## src/rtl/tmr_vote_controller.sv

```systemverilog
// tmr_vote_controller
//   Bitwise 2-of-3 majority voter for three redundant WIDTH-bit producers.
//   Collects one word per channel (valid/ready), votes, then presents the
//   result on a valid/ready output. Tracks consecutive per-channel
//   disagreements and retires a channel as faulty after FAULT_LIMIT of them,
//   degrading to 2- or 1-channel voting.
// Ports
//   clk, rst       clock, synchronous active-high reset
//   in_valid[2:0]  per-channel valid (bit0=a, bit1=b, bit2=c)
//   in_ready[2:0]  per-channel ready
//   in_a/b/c       channel data
//   out_valid      voted word available; out_ready accepts it
//   out_data       voted word; out_mismatch flags disagreement among present words
//   out_drop       1-cycle pulse when a round is discarded at timeout
//   clear_fault    clears fault flags and disagreement counters
//   fault[2:0]     sticky per-channel faulty flags
module tmr_vote_controller #(
  parameter int WIDTH       = 8,
  parameter int TIMEOUT     = 15,
  parameter int FAULT_LIMIT = 3
) (
  input  logic             clk,
  input  logic             rst,
  input  logic [2:0]       in_valid,
  output logic [2:0]       in_ready,
  input  logic [WIDTH-1:0] in_a,
  input  logic [WIDTH-1:0] in_b,
  input  logic [WIDTH-1:0] in_c,
  output logic             out_valid,
  input  logic             out_ready,
  output logic [WIDTH-1:0] out_data,
  output logic             out_mismatch,
  output logic             out_drop,
  input  logic             clear_fault,
  output logic [2:0]       fault
);

  localparam int TW = $clog2(TIMEOUT + 1);
  localparam int CW = $clog2(FAULT_LIMIT + 1);

  typedef enum logic [1:0] {
    S_COLLECT,
    S_VOTE,
    S_OUTPUT
  } state_e;

  state_e           state_q, state_d;
  logic [2:0]       cap_q, cap_d;
  logic [WIDTH-1:0] word_q [3];
  logic [WIDTH-1:0] word_d [3];
  logic [TW-1:0]    timer_q, timer_d;
  logic [CW-1:0]    cnt_q [3];
  logic [CW-1:0]    cnt_d [3];
  logic [2:0]       fault_q, fault_d;
  logic [WIDTH-1:0] odata_q, odata_d;
  logic             omm_q, omm_d;
  logic             drop_q, drop_d;

  logic [WIDTH-1:0] in_word [3];
  logic [2:0]       fire;
  logic [2:0]       cap_next;
  logic [WIDTH-1:0] maj, and_all, vote_res;
  logic [2:0]       neq;
  logic             vote_mm;

  assign in_word[0] = in_a;
  assign in_word[1] = in_b;
  assign in_word[2] = in_c;

  assign in_ready = (state_q == S_COLLECT) ? (~cap_q & ~fault_q) : '0;
  assign fire     = in_valid & in_ready;
  assign cap_next = cap_q | fire;

  // With fewer than three words, the AND of the present words equals the
  // word itself when they agree, so one expression covers N=1 and N=2.
  assign maj      = (word_q[0] & word_q[1]) | (word_q[0] & word_q[2]) | (word_q[1] & word_q[2]);
  assign and_all  = (cap_q[0] ? word_q[0] : '1) & (cap_q[1] ? word_q[1] : '1) &
                    (cap_q[2] ? word_q[2] : '1);
  assign vote_res = (cap_q == 3'b111) ? maj : and_all;
  assign neq      = {word_q[2] != vote_res, word_q[1] != vote_res, word_q[0] != vote_res};
  assign vote_mm  = |(cap_q & neq);

  always_comb begin
    state_d = state_q;
    cap_d   = cap_q;
    timer_d = timer_q;
    fault_d = fault_q;
    odata_d = odata_q;
    omm_d   = omm_q;
    drop_d  = 1'b0;
    for (int unsigned i = 0; i < 3; i++) begin
      word_d[i] = word_q[i];
      cnt_d[i]  = cnt_q[i];
    end

    unique case (state_q)
      S_COLLECT: begin
        for (int unsigned i = 0; i < 3; i++) begin
          if (fire[i]) word_d[i] = in_word[i];
        end
        cap_d = cap_next;
        if (timer_q != '0 || fire != '0) timer_d = timer_q + 1'b1;
        // All-faulty leaves the required set empty; idle rather than vote.
        if (fault_q != 3'b111 && (cap_next & ~fault_q) == ~fault_q) begin
          state_d = S_VOTE;
          timer_d = '0;
        end else if (timer_q == TW'(TIMEOUT)) begin
          timer_d = '0;
          if ($countones(cap_next) >= 2) begin
            state_d = S_VOTE;
          end else begin
            drop_d = 1'b1;
            cap_d  = '0;
          end
        end
      end

      S_VOTE: begin
        odata_d = vote_res;
        omm_d   = vote_mm;
        for (int unsigned i = 0; i < 3; i++) begin
          if (!fault_q[i]) begin
            if (cap_q == 3'b111) begin
              if (neq[i]) begin
                cnt_d[i] = (cnt_q[i] == CW'(FAULT_LIMIT)) ? cnt_q[i] : cnt_q[i] + 1'b1;
              end else begin
                cnt_d[i] = '0;
              end
            end else if (!cap_q[i]) begin
              cnt_d[i] = (cnt_q[i] == CW'(FAULT_LIMIT)) ? cnt_q[i] : cnt_q[i] + 1'b1;
            end
            fault_d[i] = (cnt_d[i] == CW'(FAULT_LIMIT));
          end
        end
        state_d = S_OUTPUT;
      end

      S_OUTPUT: begin
        if (out_ready) begin
          state_d = S_COLLECT;
          cap_d   = '0;
          timer_d = '0;
        end
      end

      default: state_d = S_COLLECT;
    endcase

    if (clear_fault) begin
      fault_d = '0;
      for (int unsigned i = 0; i < 3; i++) cnt_d[i] = '0;
    end
  end

  always_ff @(posedge clk) begin
    if (rst) begin
      state_q <= S_COLLECT;
      cap_q   <= '0;
      timer_q <= '0;
      fault_q <= '0;
      odata_q <= '0;
      omm_q   <= 1'b0;
      drop_q  <= 1'b0;
      for (int unsigned i = 0; i < 3; i++) begin
        word_q[i] <= '0;
        cnt_q[i]  <= '0;
      end
    end else begin
      state_q <= state_d;
      cap_q   <= cap_d;
      timer_q <= timer_d;
      fault_q <= fault_d;
      odata_q <= odata_d;
      omm_q   <= omm_d;
      drop_q  <= drop_d;
      for (int unsigned i = 0; i < 3; i++) begin
        word_q[i] <= word_d[i];
        cnt_q[i]  <= cnt_d[i];
      end
    end
  end

  assign out_valid    = (state_q == S_OUTPUT);
  assign out_data     = odata_q;
  assign out_mismatch = omm_q;
  assign out_drop     = drop_q;
  assign fault        = fault_q;

endmodule

```

## config.mk

```make
export PLATFORM = sky130hd
export DESIGN_NAME = tmr_vote_controller
export DESIGN_NICKNAME = d
export VERILOG_FILES = /design/src/rtl/tmr_vote_controller.sv
export SDC_FILE = /design/constraint.sdc
export NUM_CORES = 1
export LEC_CHECK = 0
export BUFFER_PORTS_ARGS = -buffer_cell sky130_fd_sc_hd__clkbuf_2
export CAP_MARGIN = 25
export CORE_MARGIN = 4
export CORE_UTILIZATION = 50
export CTS_CLUSTER_DIAMETER = 50
export DETAILED_ROUTE_END_ITERATION = 8
export PLACE_DENSITY = 0.71
export SYNTH_ARGS = -nofsm -noshare
export SYNTH_HDL_FRONTEND = slang
export SYNTH_SLANG_ARGS = --single-unit
export TNS_END_PERCENT = 20
```

## constraint.sdc

```tcl
create_clock -name clk -period 2.7 [get_ports clk]
set_input_delay 0.135 -clock clk [delete_from_list [all_inputs] [get_ports clk]]
set_output_delay 0.135 -clock clk [all_outputs]
set_load 0.01 [all_outputs]
```

==> flow_summary.ini <==
[worst_setup_path]
r2r_end = cnt_q[0][0]
cp_top_family = simple AND/OR/NAND/NOR gates
cp-start-kind = register
cp_max_fo = 43
ff2ff_setup_slack_ns = 0.30
crit_arrival_ns = 2.61
crit_type = register to register
end_kind = register
max_stage_delay_ns = 0.54
r2r_start = cap_q[1]
timing.critical_path.buf_inv = 1
slowest_stage = or4_1
reg2reg_depth = 8
required_ns = 2.92
critical_path.cell_chain = buf_12 > or2b_1 > nand2_1 > o22ai_1 > or4_1 > a211oi_2 > nand3_1 > and4b_1

[sta]
worstMarginPinSlew_ns = 0.7689
fin_crit_ns = 2.395
slew_violations = 0
finalSetupViolCount = 0
finClkSkew_ns = 0.009055
slew_headroom_pct = 48.55
holdWs_ns = 0.04764
post-route-period-util_pct = 88.71
rsz0062_at_grt = no
fmax_mhz = 417.5
tns_ns = 0
final-hold-violation-count = 0

[clocking]
clock_path_buffers = 2
root_buffer = clkbuf_8
clkTransAtPathRegs_ns = 0.10
cts_tree = done
clk-insertion-delay-late_ns = 0.31
cts_hold_buf = 0
cts_htree_levels = 2
clock_sinks = 52
tritoncts.num_buffers = 5

[final_layout]
nNetsFinal = 530
n_antenna_cell = 0
area_growth_pct = 13.77
design_area_sq_um = 3764
layout-drive-gt1-share_pct = 16.53

[power_and_ir_drop]
power.share.sequential_pct = 38.4
power_density_nw_per_um2 = 658.0
ir_drop_mv = 0.2893
switching_power_mw = 0.9840
clock_power_share_pct = 19.1
p_leak_nw = 1.571
swShare_pct = 39.73
p_int_mw = 1.493
comb_power_share_pct = 42.5
p_total_mw = 2.477

[drt]
ant_nets = 0
vias_per_cell = 6.264
drtPass1Iterations = 4
finalWirelength_mm = 9.532
wl_per_cell_microns = 16.64
drt_first_iter_violations = 292
vias = 3589
post-route-drc-count = 0

[global_route]
grt_max_degree = 44
grt_usage_pct = 25.01
grt_pass1_wl_mm = 15.72
antenna_found_initial = 0
grt_pass1_vias = 3198
grt_remaining_overflow = 0

[yosys]
yosys.cell_count.top_type = a21oi_1
synth_common_cells = a21oi_1, dfxtp_1, nand2_1, nor2_1, o21ai_0
synth-edff-count = 0
syn-cell-area_sq_um = 3308
synth_ff_type = dfxtp_1
syn_inst = 451
ys_top_cells_by_area = dfxtp_1, a21oi_1, o22ai_1
seq_area_frac_synth_pct = 31.47
synth_top_area_share_pct = 31.47
ys_ff_latch = 52
syn_avg_cell_area_sq_um = 7.335
syn_nets = 485
synth.distinct_cells = 52
synth_top_cell_by_area = dfxtp_1
async_flop_share_pct = 0
yosysWarnings = 0

[min_path]
min_path_cells = 2
min_to = cnt_q[0][3]
hold_class = input pin to register
min_from = clear_fault

[die]
ios = 48
die_h_microns = 89.34
rows = 29
dieArea_sq_um = 7982
die_x_microns = 89.34
initial_core_util_pct = 51.80
core_area_sq_um = 6386

[run_status]
status = finished, final reports clean

[placement]
place_area_sq_um = 3671
port_buffers = 47
gp_congestion = 0.9837
hpwl_mm = 6.933

[flow_run]
drv_cap = 0
power groups by stage:
stage / combinational, mW / clock [mW] / sequential [mW]
floorplan: 0.768 / 0 / 0.924
global placement: 1.02 / 0 / 0.962
detailed placement: 1.04 / 0 / 0.965
CTS: 1.04 / 0.485 / 0.947
global route: 1.17 / 0.514 / 0.964
finish: 1.05 / 0.472 / 0.952
state kept, by name, summed over array words and instances, names as in the netlist:
name	flops
out_data	8
cnt_q	6
timer_q	4
word_q	24
state_q	2
cap_q	3
out_drop	1
fault	3
out_mismatch	1
cells in the final DEF (no fill, tap or decap), types with 6 or more instances in the layout:
cell	instances
a32oi_1	11
a21oi_1	61
o21ai_0	28
o22ai_1	27
dfxtp_1	51
inv_1	8
a21o_1	16
nor2_1	30
nand2b_1	25
clkbuf_2	47
nand3_1	27
and2_1	9
buf_4	18
clkbuf_8	6
nand2_1	44
a211oi_1	10
a31oi_1	6
stage by stage:
step	setup slack (ns)	cells	util (%)
after floorplan	0.2467	451	-
after global placement	0.2804	566	57.48
after detailed placement	0.2044	566	57.48
after CTS	0.1833	573	58.91
after global routing	0.08626	573	58.93
final	0.3049	573	58.93
cell type report:
cell class              instances  area [sq um]
well taps                      77         96.34
clock inverters                 1         8.758
inverters                       8         30.03
clock buffers                   6         82.58
flip-flops and latches         52          1042
fillers                       637          2623
repair buffers                 66         390.4
multi-input cells             363          2113
per-layer routing:
metal / GRT usage (%) / vias to the layer above / part of all wire, %
met5: 0 / - / 0
met4: 9.743 / 0 / 2.9
met3: 3.963 / 24 / 5.1
met2: 38.85 / 118 / 45
met1: 34.63 / 1657 / 47
li1: - / 1790 / -
cells by family (layout without fill, tap and decap cells):
logic type | count (synthesis) | in the layout | share of synthesized area (%)
flip-flops | 52 | 52 | 31.47
AO/OA/AOI/OAI | 183 | 183 | 34.87
adder cells (fa/ha/maj) | 3 | 3 | 1.135
buffers and inverters | 36 | 81 | 4.652
AND/OR/NAND/NOR | 177 | 177 | 27.87
how the worst max path moves through the flow:
stage / startpoint / cells after the start / slack (ns) / end
after floorplan: cap_q[0] / 12 / 0.25 / cap_q[1]
after global placement: cap_q[2] / 11 / 0.28 / cap_q[2]
after detailed placement: cap_q[2] / 7 / 0.20 / out_mismatch
after CTS: cap_q[2] / 7 / 0.18 / out_mismatch
after global routing: cap_q[2] / 11 / 0.09 / cap_q[0]
final: cap_q[1] / 8 / 0.30 / cnt_q[0][0]
repair_timing:
action	CTS	global route
buffers inserted	0	0
endpoints found under the setup margin	0	11
resized for setup	0	1
Power figures use the tool's default switching activity.
